===== src/rtl/modulo_pkg.sv =====
// Shared definitions for the modulo engine: FSM state encoding and the
// sizing rule for the iteration counter.
package modulo_pkg;

  typedef enum logic [1:0] {
    ST_IDLE = 2'd0,
    ST_ITER = 2'd1,
    ST_DONE = 2'd2
  } state_t;

  // Counter must hold the value WIDTH itself, hence clog2(WIDTH+1).
  function automatic int cnt_width(input int width);
    return $clog2(width + 1);
  endfunction

endpackage


===== src/rtl/modulo_step.sv =====
// One restoring shift-subtract step: shift the next dividend bit into the
// partial remainder, try to subtract the divisor and restore on borrow.
module modulo_step #(
  parameter int WIDTH = 16
) (
  input  logic [WIDTH:0]   rem_in,
  input  logic             bit_in,
  input  logic [WIDTH-1:0] divisor,
  output logic [WIDTH:0]   rem_out,
  output logic             q_bit
);

  logic [WIDTH+1:0] diff;
  logic             borrow;

  // The extra top bit of diff is the borrow of the (WIDTH+1)-bit subtract.
  assign diff    = {rem_in, bit_in} - {2'b00, divisor};
  assign borrow  = diff[WIDTH+1];
  assign q_bit   = ~borrow;

  // Keep the shifted value when the subtract would go negative.
  assign rem_out = borrow ? {rem_in[WIDTH-1:0], bit_in} : diff[WIDTH:0];

endmodule


===== src/rtl/modulo_engine.sv =====
// Sequential unsigned modulo engine, one quotient bit per clock.
// Optional build macro MODULO_QUOTIENT_EN adds the quotient_o output.
//
// state   | meaning
// --------+------------------------------------------------------------
// IDLE    | ready_o=1, waiting for start_i
// ITER    | busy, WIDTH shift-subtract steps counted down by cnt
// DONE    | valid_o=1, result held until ack_i
module modulo_engine
  import modulo_pkg::*;
#(
  parameter int WIDTH = 16
) (
  input  logic             clk,
  input  logic             rst_ni,
  input  logic             start_i,
  input  logic [WIDTH-1:0] dividend_i,
  input  logic [WIDTH-1:0] divisor_i,
  input  logic             ack_i,
  output logic             ready_o,
  output logic             valid_o,
  output logic [WIDTH-1:0] remainder_o,
`ifdef MODULO_QUOTIENT_EN
  output logic [WIDTH-1:0] quotient_o,
`endif
  output logic             err_o
);

  localparam int CW = cnt_width(WIDTH);

  state_t           state;
  logic [CW-1:0]    cnt;
  logic [WIDTH:0]   rem_r;
  logic [WIDTH-1:0] q_r;
  logic [WIDTH-1:0] div_r;
  logic [WIDTH:0]   step_rem;
  logic             step_q;

  modulo_step #(.WIDTH(WIDTH)) u_step (
    .rem_in  (rem_r),
    .bit_in  (q_r[WIDTH-1]),
    .divisor (div_r),
    .rem_out (step_rem),
    .q_bit   (step_q)
  );

  // Control FSM with registered outputs; q_r shifts dividend bits out and
  // quotient bits in from the bottom.
  always_ff @(posedge clk or negedge rst_ni) begin
    if (!rst_ni) begin
      state       <= ST_IDLE;
      cnt         <= '0;
      rem_r       <= '0;
      q_r         <= '0;
      div_r       <= '0;
      ready_o     <= 1'b1;
      valid_o     <= 1'b0;
      remainder_o <= '0;
      err_o       <= 1'b0;
`ifdef MODULO_QUOTIENT_EN
      quotient_o  <= '0;
`endif
    end else begin
      case (state)
        ST_IDLE: begin
          if (start_i) begin
            ready_o <= 1'b0;
            div_r   <= divisor_i;
            q_r     <= dividend_i;
            rem_r   <= '0;
            if (divisor_i == '0) begin
              // Divide by zero skips iteration entirely.
              state       <= ST_DONE;
              valid_o     <= 1'b1;
              err_o       <= 1'b1;
              remainder_o <= dividend_i;
`ifdef MODULO_QUOTIENT_EN
              quotient_o  <= '1;
`endif
            end else begin
              state <= ST_ITER;
              cnt   <= CW'(WIDTH);
            end
          end
        end
        ST_ITER: begin
          rem_r <= step_rem;
          q_r   <= {q_r[WIDTH-2:0], step_q};
          cnt   <= cnt - CW'(1);
          if (cnt == CW'(1)) begin
            state       <= ST_DONE;
            valid_o     <= 1'b1;
            remainder_o <= step_rem[WIDTH-1:0];
`ifdef MODULO_QUOTIENT_EN
            quotient_o  <= {q_r[WIDTH-2:0], step_q};
`endif
          end
        end
        ST_DONE: begin
          if (ack_i) begin
            state       <= ST_IDLE;
            ready_o     <= 1'b1;
            valid_o     <= 1'b0;
            remainder_o <= '0;
            err_o       <= 1'b0;
`ifdef MODULO_QUOTIENT_EN
            quotient_o  <= '0;
`endif
          end
        end
        default: begin
          state   <= ST_IDLE;
          ready_o <= 1'b1;
          valid_o <= 1'b0;
        end
      endcase
    end
  end

endmodule

===== config.mk =====
export PLATFORM = sky130hd
export DESIGN_NAME = modulo_engine
export DESIGN_NICKNAME = d
export VERILOG_FILES = /design/src/rtl/modulo_pkg.sv /design/src/rtl/modulo_step.sv /design/src/rtl/modulo_engine.sv
export SDC_FILE = /design/constraint.sdc
export NUM_CORES = 1
export LEC_CHECK = 0
export CORE_AREA = 8 8 109 111
export DETAILED_ROUTE_END_ITERATION = 12
export DIE_AREA = 0 0 117 119
export GPL_TIMING_DRIVEN = 0
export PLACE_DENSITY = 0.66
export SYNTH_ARGS = -nofsm -noshare
export SYNTH_HDL_FRONTEND = slang
export SYNTH_SLANG_ARGS = --single-unit

===== constraint.sdc =====
create_clock -name clk -period 6.8 [get_ports clk]
set_clock_uncertainty 0.05 [all_clocks]
set_input_delay 1.7 -clock clk [delete_from_list [all_inputs] [get_ports clk]]
set_output_delay 1.7 -clock clk [all_outputs]
set_load 0.01 [all_outputs]

-- Word-level counts from Yosys, hierarchy flattened
Index checks and enable logic that the tools add are counted.
- register bits after elaboration: 75
- bits of input ports: 36
- output and inout bits: 19
- word-level logic and storage cells: 61
- add/sub/neg operators: 2
- equality and inequality tests: 8
- mux-type cells: 27
- bitwise operators: 2
- reduce and logical (&&, ||, !) cells: 13
- operators by type and width (kind ; number):
    2-to-1 mux 16 bit ; 5
    one-hot mux 16 bit (3 select lines) ; 1
    2-to-1 mux 17 bit ; 2
    one-hot mux 17 bit (2 select lines) ; 1
    one-hot mux 16 bit (2 select lines) ; 1
    subtractor 18 x 16 -> 18 bit ; 1
    logical NOT 16 bit ; 1
    2-to-1 mux 5 bit ; 2
    inequality test 2 bit (second input constant) ; 5
    one-hot mux 5 bit (2 select lines) ; 1
    AND reduction 3 bit ; 3
    2-to-1 mux 2 bit ; 4
    AND reduction 4 bit ; 2
    2-to-1 mux 1 bit ; 6
    one-hot mux 1 bit (3 select lines) ; 2
    one-hot mux 2 bit (3 select lines) ; 1
    equality test 5 x 1 -> 1 bit (second input constant) ; 1
    AND reduction 5 bit ; 1
    subtractor 5 x 1 -> 5 bit (second input constant) ; 1
    AND reduction 2 bit ; 2
    nonzero test 2 bit ; 2
    nonzero test 3 bit ; 1
    equality test 2 x 1 -> 1 bit (second input constant) ; 1
    equality test 2 bit (second input constant) ; 1
    other kinds (3) ; 4

-- Longest topological paths before layout
- depth after elaboration: 4
- mapped depth: 12
- depth with buffers taken out: 11

-- By module
A second synthesis with hierarchy kept.
- cells, all modules: 458
- area, all modules: 4723.3 um^2
- modules (own cells, without submodules) (module ; instances ; cells each ; area an instance (um^2) ; seq. area each (um^2)):
    modulo_engine ; 1 ; 310 ; 3572.2 ; 1878.1
    modulo_step ; 1 ; 148 ; 1151.1 ; 0.0

-- Least setup slack after synthesis
No wires, ideal clock.
- path kind: input -> register
- start: in divisor_i[2]
- end: reg remainder_o[0]
- setup time: 0.135 ns
- arrival time: 3.188 ns
- data required time: 6.615 ns
- path slack: 3.427 ns
- cell stages on the path: 9
- buffers on the path: 3
- cells stage by stage: nor4_1 > and4_1 > clkbuf_1 > o21ai_0 > or2_1 > clkbuf_1 > clkbuf_1 > a21oi_1 > o31ai_1
- longest elaborated chain between the ends: 3
- RTL lines (element ; line ; source):
    start, declared ; modulo_engine.sv:18 ; input logic [WIDTH-1:0] divisor_i,
    logical NOT 16 bit ; modulo_engine.sv:71 ; if (divisor_i == '0) begin
    inequality test 2 bit (no source line) ; n/a ;
    AND reduction 5 bit (no source line) ; n/a ;
    end signal, assigned ; modulo_engine.sv:76 ; remainder_o <= dividend_i;
    end signal, assigned ; modulo_engine.sv:93 ; remainder_o <= step_rem[WIDTH-1:0];
    end, declared ; modulo_engine.sv:22 ; output logic [WIDTH-1:0] remainder_o,
No other way between the ends.
A chain may end at the register's enable or synchronous reset.

-- Worst setup path in the final report
- start: in divisor_i[2]
- end: reg remainder_o[9]
Same word-level chain as after synthesis.

==> metrics.md <==
| Metric | Value |
|---|---|
| Relative slew slack | `51.8%` |
| Clock latency on the worst-skew pair | `0.36 ns` |
| Overflow after GRT | `0` |
| WL met2 | `4750 µm` |
| Final slew viol count | `0` |
| Fin Setup TNS | `0 ns` |
| Worst slew pin tran | `0.723 ns` |
| Slowest library cell on the worst path | `clkdlybuf4s50_1` |
| Fin. Hold Viols | `0` |
| Vias in the first global route | `3693` |
| Leakage | `about 2.4 nW` |
| Post-DP HPWL | `8460 µm` |
| WL met1 | `5450 µm` |
| Status | `finished clean` |
| Synthesis Warnings | `0` |
| Critical path type | `input pin to flop` |
| Gate Count Post-Synth | `478` |
| Core area | `10100 µm²` |
| Fin util | `53.7%` |
| Peak VDD IR | `approximately 200 µV` |
| Share of cells above drive strength 1 | `9.47%` |
| Post-CTS resize count | `0` |
| Unrepaired setup endpoints after global routing | `false` |
| Initial Utilization | `44.2%` |
| Number of synthesized register bits | `75` |
| H-Tree Depth | `3` |
| Initial antenna violation count | `0` |
| Cell Area, Synth | `approximately 4500 µm²` |
| Primary FF master, synth | `dfrtp_1` |
| Antenna Nets Post-Route | `0` |
| Crit share post-route | `58.6%` |
| CP bufs+invs | `3` |
| Post-synthesis async set-or-reset flop share | `100%` |
| Routed WL per cell | `roughly 16 µm` |
| WL met3 | `around 760 µm` |
| CTS tree | `done` |
| Die W | `between 100 and 150 µm` |
| Area Overhead vs Synth | `21.5%` |
| Family with the most delay on the worst path | `buffers and inverters` |
| Share of the synthesized area in the top cell type | `41.5%` |
| Worst Path Required | `7.03 ns` |
| Critical path peak fanout | `10` |
| Clock Tree Buf Depth | `2` |
| Port Buffers | `54` |
| First-pass GRT wire length | `between 15000 and 20000 µm` |
| Post-synth top cells | `dfrtp_1 (74), nand2_1 (60), o21ai_0 (52), inv_1 (33), a21oi_1 (31)` |
| Vias post-DR | `between 3000 and 4000` |
| Clk slew on worst S/H paths | `0.08 ns` |
| Seq/Total Area, Yosys | `42.1%` |
| FF-to-FF setup slack | `3.64 ns` |
| Site row count | `37` |
| CP peak stage delay | `0.43 ns` |
| Setup Viol. Count Final | `0` |
| Critical Path Source Type | `input pin` |
| Antenna diodes | `0` |
| Iter 0 DRT Violations | `276` |
| Syn avg cell area | `roughly 9.3 µm²` |
| Syn nets | `537` |
| Nets | `between 600 and 700` |
| Critical path data arrival time | `4.22 ns` |
| CP Capture Type | `flop` |
| Cts bufs inserted | `9` |
| Clk root buf | `clkbuf_8` |
| Cts hold-fix bufs | `0` |
| Largest net degree at the start of global routing | `just under 70` |
| Max Freq | `251 MHz` |
| Area leader, netlist | `dfrtp_1` |
| Crit path time final | `3.99 ns` |
| Drt via density | `~5.5` |
| # DRC | `0` |
| Synth top area cells | `dfrtp_1 (41%), mux2i_1 (6.7%), ha_1 (6.2%)` |
| Routed WL | `11100 µm` |
| Die ar. | `13900 µm²` |
| Cell area power density | `about 440 nW/µm²` |
| Synth cell types | `59` |
| Hold Crit Class | `flop to flop` |
| Setup Fix Bufs, Post-CTS | `0` |
| RD Place Congestion | `0.849` |
| # Max-Cap Violations | `0` |
| IO Pins | `55` |
| Post-synth EDFFs | `0` |
| CP cell instances | `clkdlybuf4s50_1 -> nor4_1 -> and4_1 -> clkbuf_1 -> o21ai_0 -> nor2_1 -> clkbuf_1 -> nand3_1 -> o21ai_0` |
| Drt first pass iters | `5` |
| Total GRT Usage | `16.5%` |
| Count leader, synth | `dfrtp_1` |
| Top Metal Used | `met4` |
| # clock sinks | `75` |
| Die H | `119 µm` |
==> worst register-to-register path: stages, from the launching register on <==
cell and delay, ns:
dfrtp_1 0.43, ha_1 0.32, buf_6 0.14, a21o_1 0.19
a211o_1 0.37, or4_1 0.53, nand4_1 0.11, nor3b_2 0.08
buf_6 0.16, mux2i_1 0.34, a2bb2oi_1 0.21, o21ai_0 0.09
==> worst paths after layout <==
| kind | startpoint | to | cells past startpoint |
|---|---|---|---|
| setup / recovery | divisor_i[2] | remainder_o[9] | 9 |
| hold / removal | remainder_o[10] | remainder_o[10] | 2 |
| setup reg to reg | rem_r[13] | remainder_o[6] | 11 |
| hold reg to reg | remainder_o[10] | remainder_o[10] | 2 |
| max in group asynchronous | rst_ni | div_r[13] | 2 |
| min in group asynchronous | rst_ni | cnt[2] | 1 |
==> registers in the layout, summed over array words and instances, names as in the netlist <==
signal,cells
valid_o,1
q_r,16
div_r,16
cnt,5
err_o,1
remainder_o,16
ready_o,1
rem_r,17
state,2
==> kinds of logic (layout without fill, tap and decap cells) <==
logic type / Yosys count / in the layout / synth area share (%)
AOI/OAI and AO/OA: 133 / 133 / 18.4
and+or+nand+nor: 132 / 132 / 13.8
adders and majority gates: 23 / 23 / 6.61
buffers and inverters: 53 / 124 / 5.04
DFF: 75 / 75 / 42.1
muxes: 50 / 50 / 11.8
xor gates and xnor gates: 12 / 12 / 2.35
==> cells in the final DEF (no fill, tap or decap), drive strengths merged, types with 5 or more instances in the layout <==
cell / count
clkdlybuf4s50: 53
nor3: 5
ha: 22
clkbuf: 23
dfrtp: 74
a2bb2oi: 5
nand2: 60
buf: 8
a21oi: 31
nand3: 9
a21o: 5
nor2: 26
mux2: 20
o21ai: 53
o21a: 5
o211ai: 5
mux2i: 30
inv: 36
xnor2: 8
and3: 9
==> through the flow <==
step	instance area (µm²)	power [mW]	hold WS (ns)	instances	worst slack (ns)
2_1_floorplan	4470	1.60	0.400	478	3.43
3_3_place_gp	5180	1.96	0.412	668	1.29
3_5_place_dp	5200	1.99	0.420	669	2.40
4_1_cts	5420	2.39	0.438	685	2.77
5_1_grt	5420	2.59	0.468	685	2.55
6_report	5420	2.38	0.434	685	2.81
==> power breakdown <==
part	internal, mW	switching, mW	total, mW
registers	0.629	0.114	0.743
logic	0.539	0.703	1.24
clock network	0.210	0.187	0.397
total	1.38	1.00	2.38
==> final cells by class <==
type                    count  area [µm²]
well taps                 136         170
clock buffers               9         124
repair buffers             55         566
inverters                  33         124
plain buffers              20         101
multi-input cells         350        2360
fillers                   974        4670
flip-flops and latches     75        1880
clock inverters             7        98.8
==> routing by layer <==
metal,GRT usage (%),up-vias
li1,-,1840
met1,22.7,1784
met2,25.4,127
met3,3.89,16
met4,4.40,0
met5,0,-
Note: power is estimated with default switching activity, not from simulation.
